`config.mk`:
```
export PLATFORM = sky130hd
export DESIGN_NAME = seg_scan_decoder_flat
export DESIGN_NICKNAME = d
export VERILOG_FILES = /design/src/rtl/seg_scan_decoder_if.sv /design/src/rtl/seg_scan_decoder.sv /design/src/flat_wrapper.sv
export SDC_FILE = /design/constraint.sdc
export NUM_CORES = 1
export LEC_CHECK = 0
export ABC_CLOCK_PERIOD_IN_PS = 2800
export BUFFER_PORTS_ARGS = -buffer_cell sky130_fd_sc_hd__buf_4
export CAP_MARGIN = 20
export CORE_MARGIN = 4
export CORE_UTILIZATION = 45
export CTS_CLUSTER_DIAMETER = 150
export DETAILED_ROUTE_END_ITERATION = 12
export GPL_ROUTABILITY_DRIVEN = 0
export GPL_TIMING_DRIVEN = 0
export PLACE_DENSITY = 0.65
export SLEW_MARGIN = 30
export SYNTH_ARGS = -nofsm -noshare
export SYNTH_HDL_FRONTEND = slang
export SYNTH_SLANG_ARGS = --single-unit
```
`constraint.sdc`:
```
create_clock -name clk -period 2.8 [get_ports clk]
set_input_delay 0.7 -clock clk [delete_from_list [all_inputs] [get_ports clk]]
set_output_delay 0.7 -clock clk [all_outputs]
set_load 0.005 [all_outputs]
```
`src/rtl/seg_scan_decoder_if.sv`:
```
// Multiplexed 7-segment display bus (all active-low) together with the decoded frame outputs.
interface seg_scan_decoder_if;
    logic [6:0]  sevenSeg;
    logic        dp;
    logic [3:0]  an;
    logic [15:0] BCD;
    logic [3:0]  dpPos;
    logic        frameValid;
    logic        frameStable;
    logic        segError;
    logic        anError;
    logic        stale;

    modport master (
        output sevenSeg, dp, an,
        input  BCD, dpPos, frameValid, frameStable, segError, anError, stale
    );

    modport slave (
        input  sevenSeg, dp, an,
        output BCD, dpPos, frameValid, frameStable, segError, anError, stale
    );
endinterface

```
`src/rtl/seg_scan_decoder.sv`:
```
// Receive side of a scanned 4-digit 7-segment bus: decodes each strobed digit back to hex,
// reassembles frames and tracks frame stability and bus staleness.
module seg_scan_decoder #(
    parameter int unsigned SETTLE        = 1,
    parameter int unsigned STABLE_FRAMES = 4,
    parameter int unsigned TIMEOUT       = 4096
) (
    input  logic              clk,
    input  logic              reset,
    seg_scan_decoder_if.slave bus
);
    localparam int unsigned SW = $clog2(SETTLE + 1);
    localparam int unsigned DW = SW + 1;
    localparam int unsigned CW = $clog2(STABLE_FRAMES + 1);
    localparam int unsigned IW = $clog2(TIMEOUT + 1);

    // {valid, hex} for a segment pattern (bit6 = a .. bit0 = g, active-low)
    function automatic logic [4:0] seg_decode(input logic [6:0] p);
        case (p)
            7'b0000001: seg_decode = {1'b1, 4'h0};
            7'b1001111: seg_decode = {1'b1, 4'h1};
            7'b0010010: seg_decode = {1'b1, 4'h2};
            7'b0000110: seg_decode = {1'b1, 4'h3};
            7'b1001100: seg_decode = {1'b1, 4'h4};
            7'b0100100: seg_decode = {1'b1, 4'h5};
            7'b0100000: seg_decode = {1'b1, 4'h6};
            7'b0001111: seg_decode = {1'b1, 4'h7};
            7'b0000000: seg_decode = {1'b1, 4'h8};
            7'b0001100: seg_decode = {1'b1, 4'h9};
            7'b0001000: seg_decode = {1'b1, 4'hA};
            7'b1100000: seg_decode = {1'b1, 4'hB};
            7'b0110001: seg_decode = {1'b1, 4'hC};
            7'b1000010: seg_decode = {1'b1, 4'hD};
            7'b0110000: seg_decode = {1'b1, 4'hE};
            7'b0111000: seg_decode = {1'b1, 4'hF};
            default:    seg_decode = 5'h00;
        endcase
    endfunction

    // {valid, digit index}: valid only when exactly one strobe is low
    function automatic logic [2:0] an_decode(input logic [3:0] a);
        case (a)
            4'b1110: an_decode = {1'b1, 2'd0};
            4'b1101: an_decode = {1'b1, 2'd1};
            4'b1011: an_decode = {1'b1, 2'd2};
            4'b0111: an_decode = {1'b1, 2'd3};
            default: an_decode = 3'b000;
        endcase
    endfunction

    logic [11:0]      smp_q, prev_q;
    logic [SW-1:0]    settle_q;
    logic             held_q;
    logic [3:0]       mask_q;
    logic [3:0][3:0]  hex_q;
    logic [3:0]       dps_q;
    logic [15:0]      bcd_q;
    logic [3:0]       dppos_q;
    logic             valid_q, stable_q, seg_err_q, an_err_q, stale_q;
    logic [CW-1:0]    scnt_q;
    logic [IW-1:0]    idle_q;

    logic             changed_c, accept_c, load_c, digit_ok_c;
    logic [DW-1:0]    dwell_c;
    logic [2:0]       an_dec_c;
    logic [4:0]       seg_dec_c;
    logic [CW-1:0]    scnt_next_c;
    logic [IW-1:0]    idle_inc_c;

    always_comb begin
        changed_c   = (smp_q != prev_q);
        dwell_c     = changed_c ? DW'(1) : DW'(settle_q) + DW'(2);
        // held_q blocks a second acceptance within the same dwell
        accept_c    = (changed_c || !held_q) && (dwell_c >= DW'(SETTLE));
        an_dec_c    = an_decode(smp_q[11:8]);
        seg_dec_c   = seg_decode(smp_q[7:1]);
        digit_ok_c  = accept_c && an_dec_c[2] && seg_dec_c[4];
        load_c      = (mask_q == 4'hF);
        scnt_next_c = CW'(1);
        if ({hex_q, dps_q} == {bcd_q, dppos_q})
            scnt_next_c = (scnt_q == CW'(STABLE_FRAMES)) ? scnt_q : scnt_q + CW'(1);
        idle_inc_c  = (idle_q == IW'(TIMEOUT)) ? idle_q : idle_q + IW'(1);
    end

    // Input sampling and dwell tracking
    always_ff @(posedge clk or posedge reset) begin
        if (reset) begin
            smp_q    <= '0;
            prev_q   <= '0;
            settle_q <= '0;
            held_q   <= 1'b1;
        end else begin
            smp_q    <= {bus.an, bus.sevenSeg, bus.dp};
            prev_q   <= smp_q;
            held_q   <= accept_c || (held_q && !changed_c);
            if (changed_c)
                settle_q <= '0;
            else if (settle_q != SW'(SETTLE))
                settle_q <= settle_q + SW'(1);
        end
    end

    // Digit holding slots and capture mask; a new digit may land in the mask as it clears
    always_ff @(posedge clk or posedge reset) begin
        if (reset) begin
            mask_q <= '0;
            hex_q  <= '0;
            dps_q  <= '0;
        end else begin
            mask_q <= (load_c ? 4'h0 : mask_q) | (digit_ok_c ? (4'(1) << an_dec_c[1:0]) : 4'h0);
            if (digit_ok_c) begin
                hex_q[an_dec_c[1:0]] <= seg_dec_c[3:0];
                dps_q[an_dec_c[1:0]] <= ~smp_q[0];
            end
        end
    end

    // Frame outputs, stability and timeout; a frame load overrides a coincident timeout
    always_ff @(posedge clk or posedge reset) begin
        if (reset) begin
            bcd_q     <= '0;
            dppos_q   <= '0;
            valid_q   <= 1'b0;
            stable_q  <= 1'b0;
            seg_err_q <= 1'b0;
            an_err_q  <= 1'b0;
            stale_q   <= 1'b0;
            scnt_q    <= '0;
            idle_q    <= '0;
        end else begin
            valid_q   <= load_c;
            seg_err_q <= accept_c && an_dec_c[2] && !seg_dec_c[4];
            an_err_q  <= accept_c && !an_dec_c[2];
            if (load_c) begin
                bcd_q    <= hex_q;
                dppos_q  <= dps_q;
                scnt_q   <= scnt_next_c;
                stable_q <= (scnt_next_c == CW'(STABLE_FRAMES));
                idle_q   <= '0;
                stale_q  <= 1'b0;
            end else begin
                idle_q <= idle_inc_c;
                if (idle_inc_c == IW'(TIMEOUT)) begin
                    stale_q  <= 1'b1;
                    stable_q <= 1'b0;
                    scnt_q   <= '0;
                end
            end
        end
    end

    assign bus.BCD         = bcd_q;
    assign bus.dpPos       = dppos_q;
    assign bus.frameValid  = valid_q;
    assign bus.frameStable = stable_q;
    assign bus.segError    = seg_err_q;
    assign bus.anError     = an_err_q;
    assign bus.stale       = stale_q;
endmodule

```
`src/flat_wrapper.sv`:
```
// flat-port wrapper written by rule: the top's interface ports become plain ports
module seg_scan_decoder_flat 
#(
    parameter int unsigned SETTLE        = 1,
    parameter int unsigned STABLE_FRAMES = 4,
    parameter int unsigned TIMEOUT       = 4096
)
  (clk, reset, bus_sevenSeg, bus_dp, bus_an, bus_BCD, bus_dpPos, bus_frameValid, bus_frameStable, bus_segError, bus_anError, bus_stale);
  seg_scan_decoder_if bus_i ();
  input  logic clk;
  input  logic reset;
  input wire logic [$bits(bus_i.sevenSeg)-1:0] bus_sevenSeg;
  input wire logic [$bits(bus_i.dp)-1:0] bus_dp;
  input wire logic [$bits(bus_i.an)-1:0] bus_an;
  output wire logic [$bits(bus_i.BCD)-1:0] bus_BCD;
  output wire logic [$bits(bus_i.dpPos)-1:0] bus_dpPos;
  output wire logic [$bits(bus_i.frameValid)-1:0] bus_frameValid;
  output wire logic [$bits(bus_i.frameStable)-1:0] bus_frameStable;
  output wire logic [$bits(bus_i.segError)-1:0] bus_segError;
  output wire logic [$bits(bus_i.anError)-1:0] bus_anError;
  output wire logic [$bits(bus_i.stale)-1:0] bus_stale;
  assign bus_i.sevenSeg = bus_sevenSeg;
  assign bus_i.dp = bus_dp;
  assign bus_i.an = bus_an;
  assign bus_BCD = bus_i.BCD;
  assign bus_dpPos = bus_i.dpPos;
  assign bus_frameValid = bus_i.frameValid;
  assign bus_frameStable = bus_i.frameStable;
  assign bus_segError = bus_i.segError;
  assign bus_anError = bus_i.anError;
  assign bus_stale = bus_i.stale;
  seg_scan_decoder #(.SETTLE(SETTLE), .STABLE_FRAMES(STABLE_FRAMES), .TIMEOUT(TIMEOUT)) u_core (.clk(clk), .reset(reset), .bus(bus_i));
endmodule
```
==> results.txt <==
TritonCTS built the clock tree. The CTS clock-pin slew for the worst setup and hold paths came out at 0.09 ns. For the worst-skew pair, the clock arrives at the later sink with an insertion delay of 0.36 ns. Entering global routing, the biggest net connects 31 pins.

The antenna cell count came out at 0. The clock net in this run drives a total of 90 sinks. The aggregate global routing overflow is 0. The share of total power in combinational logic is 0.133. In this run the critical register-to-register path is launched from u_core.idle_q[0]$_DFF_PP0_.

Yosys instantiated no cell more often than dfrtp_1. The final worst clock skew came out at 0.007824 ns. The via count of the first global-routing pass came to 3,084.

The total of buffers placed on input and output ports is 38. The post-synthesis to final-layout area growth came out at 15.71%. The endpoint of the worst setup timing path is u_core.scnt_q[0]$_DFFE_PP0P_. The top cell type's share of synthesized area came out at 0.5057.

In this run the clock root is driven by a clkbuf_8. The distinct cell type count after synthesis came out at 64. Dividing the final minimum period by the clock period gives 0.8232. The critical path launch point is u_core.idle_q[0]$_DFF_PP0_. The via count is 3,123. The net count of the finished layout is 489. Summed over all nets, the half-perimeter wirelength after detailed placement is 6367 um.

Post-CTS repair changed the size of 0 cells. The first global-routing pass estimated 14,980 um of wire. The setup slack of the most critical reg-to-reg path is 0.49 ns. The synthesized design contains 0 enable-type register cells. Cell internal power was estimated by the tool at 1.920 mW. The maximum clock rate is 433.8 MHz. The largest individual stage delay along the critical path comes from the cell dfrtp_1.

The count of endpoints failing setup in the final report came out at 0. The capture point of the worst reg-to-reg path is u_core.scnt_q[0]$_DFFE_PP0P_. The data arrival time of the worst path came out at 2.53 ns. The capturing element type of the critical path is a flop. The flip-flop and latch count after synthesis came out at 90. The element type at the critical path start is a flop. Of the total power, the clock network draws 0.319. Summed over all nets, the switching power comes to 0.6828 mW. The total number of H-tree levels is 3.

Wires add up to 8643 um. The number of buffers created by CTS is 9. The number of hold buffers added after CTS came out at 0. The worst path required time is 3.02 ns. The type of the worst setup path is reg -> reg. The combined area of all synthesized cells came out at 0.004404 mm^2. Power spread over the standard cell area amounts to 510.7 mW/mm^2. The maximum fanout along the worst path is 6. The share of post-route cells with drive strength above 1 is 0.1878. Synthesis produced a netlist with a net count of 437. The class of the worst hold path is in -> async. For the pin with the worst max-slew slack, the measured transition is 0.7412 ns.

The critical path goes through inv_2, ha_1, nor4b_1, nand4_1, mux2_2, o2111ai_1, a211oi_2, a211oi_1. Timing analysis after detailed placement gives a worst setup slack of 0.5113 ns. The sequential share of the synthesized area came out at 0.5116. The total negative setup slack is 0 ns.

Counting every instance in the synthesized netlist gives 419. Of the total power, the share spent switching nets is 0.2623. The main flop type after synthesis is dfrtp_1. The number of antenna violations at the first check in global routing is 0.

The flow ran to the end, and the final reports show no timing, DRC or antenna violations. The overall power is 2.603 mW. Setup repair after global routing left no endpoint under its margin. The largest buffer count on any clock path is 2. During synthesis, Yosys emitted a total of 0 warnings.

From left edge to right edge, the die measures 106.9 um. Dividing the detail-routed via count by the number of cells gives 5.179. The die is 106.9 um tall.

IR analysis of the VDD net gives a maximum drop of 320.7 uV. The max-slew violation total from the final report is 0. The part of the power in registers came out at 0.548. Yosys attributes the largest share of cell area to dfrtp_1, nand2_1, xnor2_1. 39 I/O pins were placed. The synthesized area per cell is 10.51 um^2.

The static power due to leakage is 2.504 nW. The post-detailed-route DRC marker count came out at 0. The final routed wire length divided by cell count came out at 14.33 um. The post-synthesis cell type with the largest combined area is dfrtp_1.

In this run the core area contains 35 standard-cell rows. The logic depth of the worst register-to-register path is 8. In the synthesized netlist, the cells that appear most often are dfrtp_1, nand2_1, xnor2_1. The post-CTS setup repair buffer count is 0. The largest single stage delay on the critical path is 0.46 ns. The core outline area came out at 0.009371 mm^2.

The overall routing resource usage came out at 0.1641. The number of iterations in the first detailed-routing pass is 4. The number of DRC markers after the initial detailed-route iteration is 64.

The final period demand of the worst path came out at 2.305 ns. The number of violations of the max-capacitance limit came out at 0. The proportion of register bits with asynchronous set or reset after synthesis is 1.000. The worst slew slack as a fraction of its limit is 0.5043.

The number of routed nets with antenna violations came out at 0. The number of hold-slack violations in the final timing report is 0. In the post-route analysis, the smallest setup slack over all paths is 0.4949 ns.

The total die area came out at 0.01143 mm^2. The starting density of the core came out at 0.4700.
## critical path, delay by kind of cell (launching register included)
kind	cells	cell delay (ns)
AO/OA/AOI/OAI	3	0.63
adder cells (fa/ha/maj)	1	0.16
buffers and inverters	1	0.11
flip-flops	1	0.46
multiplexers	1	0.31
AND/OR/NAND/NOR	2	0.51
## placed cells by master (no fill, tap or decap), drive strengths merged, types with 3 or more instances in the layout
cell type | netlist | layout
inv | 12 | 11
o21ai | 10 | 10
nor3 | 10 | 10
mux2i | 5 | 5
xnor2 | 29 | 29
buf | 14 | 55
nor2 | 29 | 29
nand4 | 12 | 12
and3 | 6 | 6
a211oi | 3 | 3
nand3 | 13 | 13
nor2b | 5 | 5
dfrtp | 89 | 89
nand2 | 74 | 74
a21oi | 14 | 14
xor2 | 19 | 19
nor4 | 6 | 6
ha | 4 | 4
clkbuf | 6 | 17
mux2 | 18 | 18
nand3b | 3 | 3
## power groups by stage
stage,logic [mW],clock network [mW],registers [mW]
after global routing,0.388,0.909,1.44
after global placement,0.328,0,1.45
after floorplan,0.260,0,1.44
final,0.345,0.831,1.43
after detailed placement,0.350,0,1.45
after CTS,0.351,0.859,1.43
## per-layer routing
layer  wire length (um)  global-route usage  up-vias
met3                354             0.04335       11
met1               3993              0.2199     1512
li1                   -                   -     1536
met5                  0                   0        -
met2               4189              0.2648       64
met4                106             0.04384        0
## how the worst min path moves through the flow
| stage | start | end | slack (ns) | cells past startpoint |
|---|---|---|---|---|
| 3_3_place_gp | u_core.smp_q[8]$_DFF_PP0_ | u_core.prev_q[8]$_DFF_PP0_ | 0.36 | 0 |
| 4_1_cts | reset | u_core.idle_q[6]$_DFF_PP0_ | 0.33 | 2 |
| 6_report | reset | u_core.idle_q[6]$_DFF_PP0_ | 0.32 | 2 |
| 5_1_grt | reset | u_core.idle_q[6]$_DFF_PP0_ | 0.33 | 2 |
| 3_5_place_dp | u_core.smp_q[1]$_DFF_PP0_ | u_core.prev_q[1]$_DFF_PP0_ | 0.36 | 0 |
| 2_1_floorplan | u_core.smp_q[1]$_DFF_PP0_ | u_core.prev_q[1]$_DFF_PP0_ | 0.35 | 0 |
## sequential cells by signal, summed over array words and instances (netlist names), 3 cells and up
signal and flops:
u_core.bus.BCD 16, u_core.hex_q 16, u_core.idle_q 13, u_core.prev_q 12, u_core.smp_q 12, u_core.bus.dpPos 4, u_core.dps_q 4, u_core.mask_q 4
u_core.scnt_q 3
## final cells by class
class	count	area, um^2
Clock buffer	11	131.4
Sequential cell	90	2253
Fill cell	849	4275
Clock inverter	3	42.54
Inverter	12	48.80
Multi-Input combinational cell	297	2004
Timing Repair Buffer	41	352.8
Tap cell	129	161.4
Buffer	20	101.3
## logic make-up after synthesis
group	share of synthesized area
AOI/OAI and AO/OA	0.07244
xor gates and xnor gates	0.09545
adders and majority gates	0.01136
buffers and inverters	0.03324
DFF	0.5116
muxes	0.06080
other	0.0008515
and+or+nand+nor	0.2142
## stage by stage
stage / util / instance area (um^2) / std cells / hold slack (ns)
detailed placement: 0.5252 / 4922 / 589 / 0.3570
global placement: 0.5180 / 4855 / 586 / 0.3556
floorplan: - / 4408 / 419 / 0.3487
finish: 0.5438 / 5096 / 603 / 0.3223
global route: 0.5438 / 5096 / 603 / 0.3345
CTS: 0.5438 / 5096 / 603 / 0.3254
No activity file was read; power rests on OpenSTA's default activity.
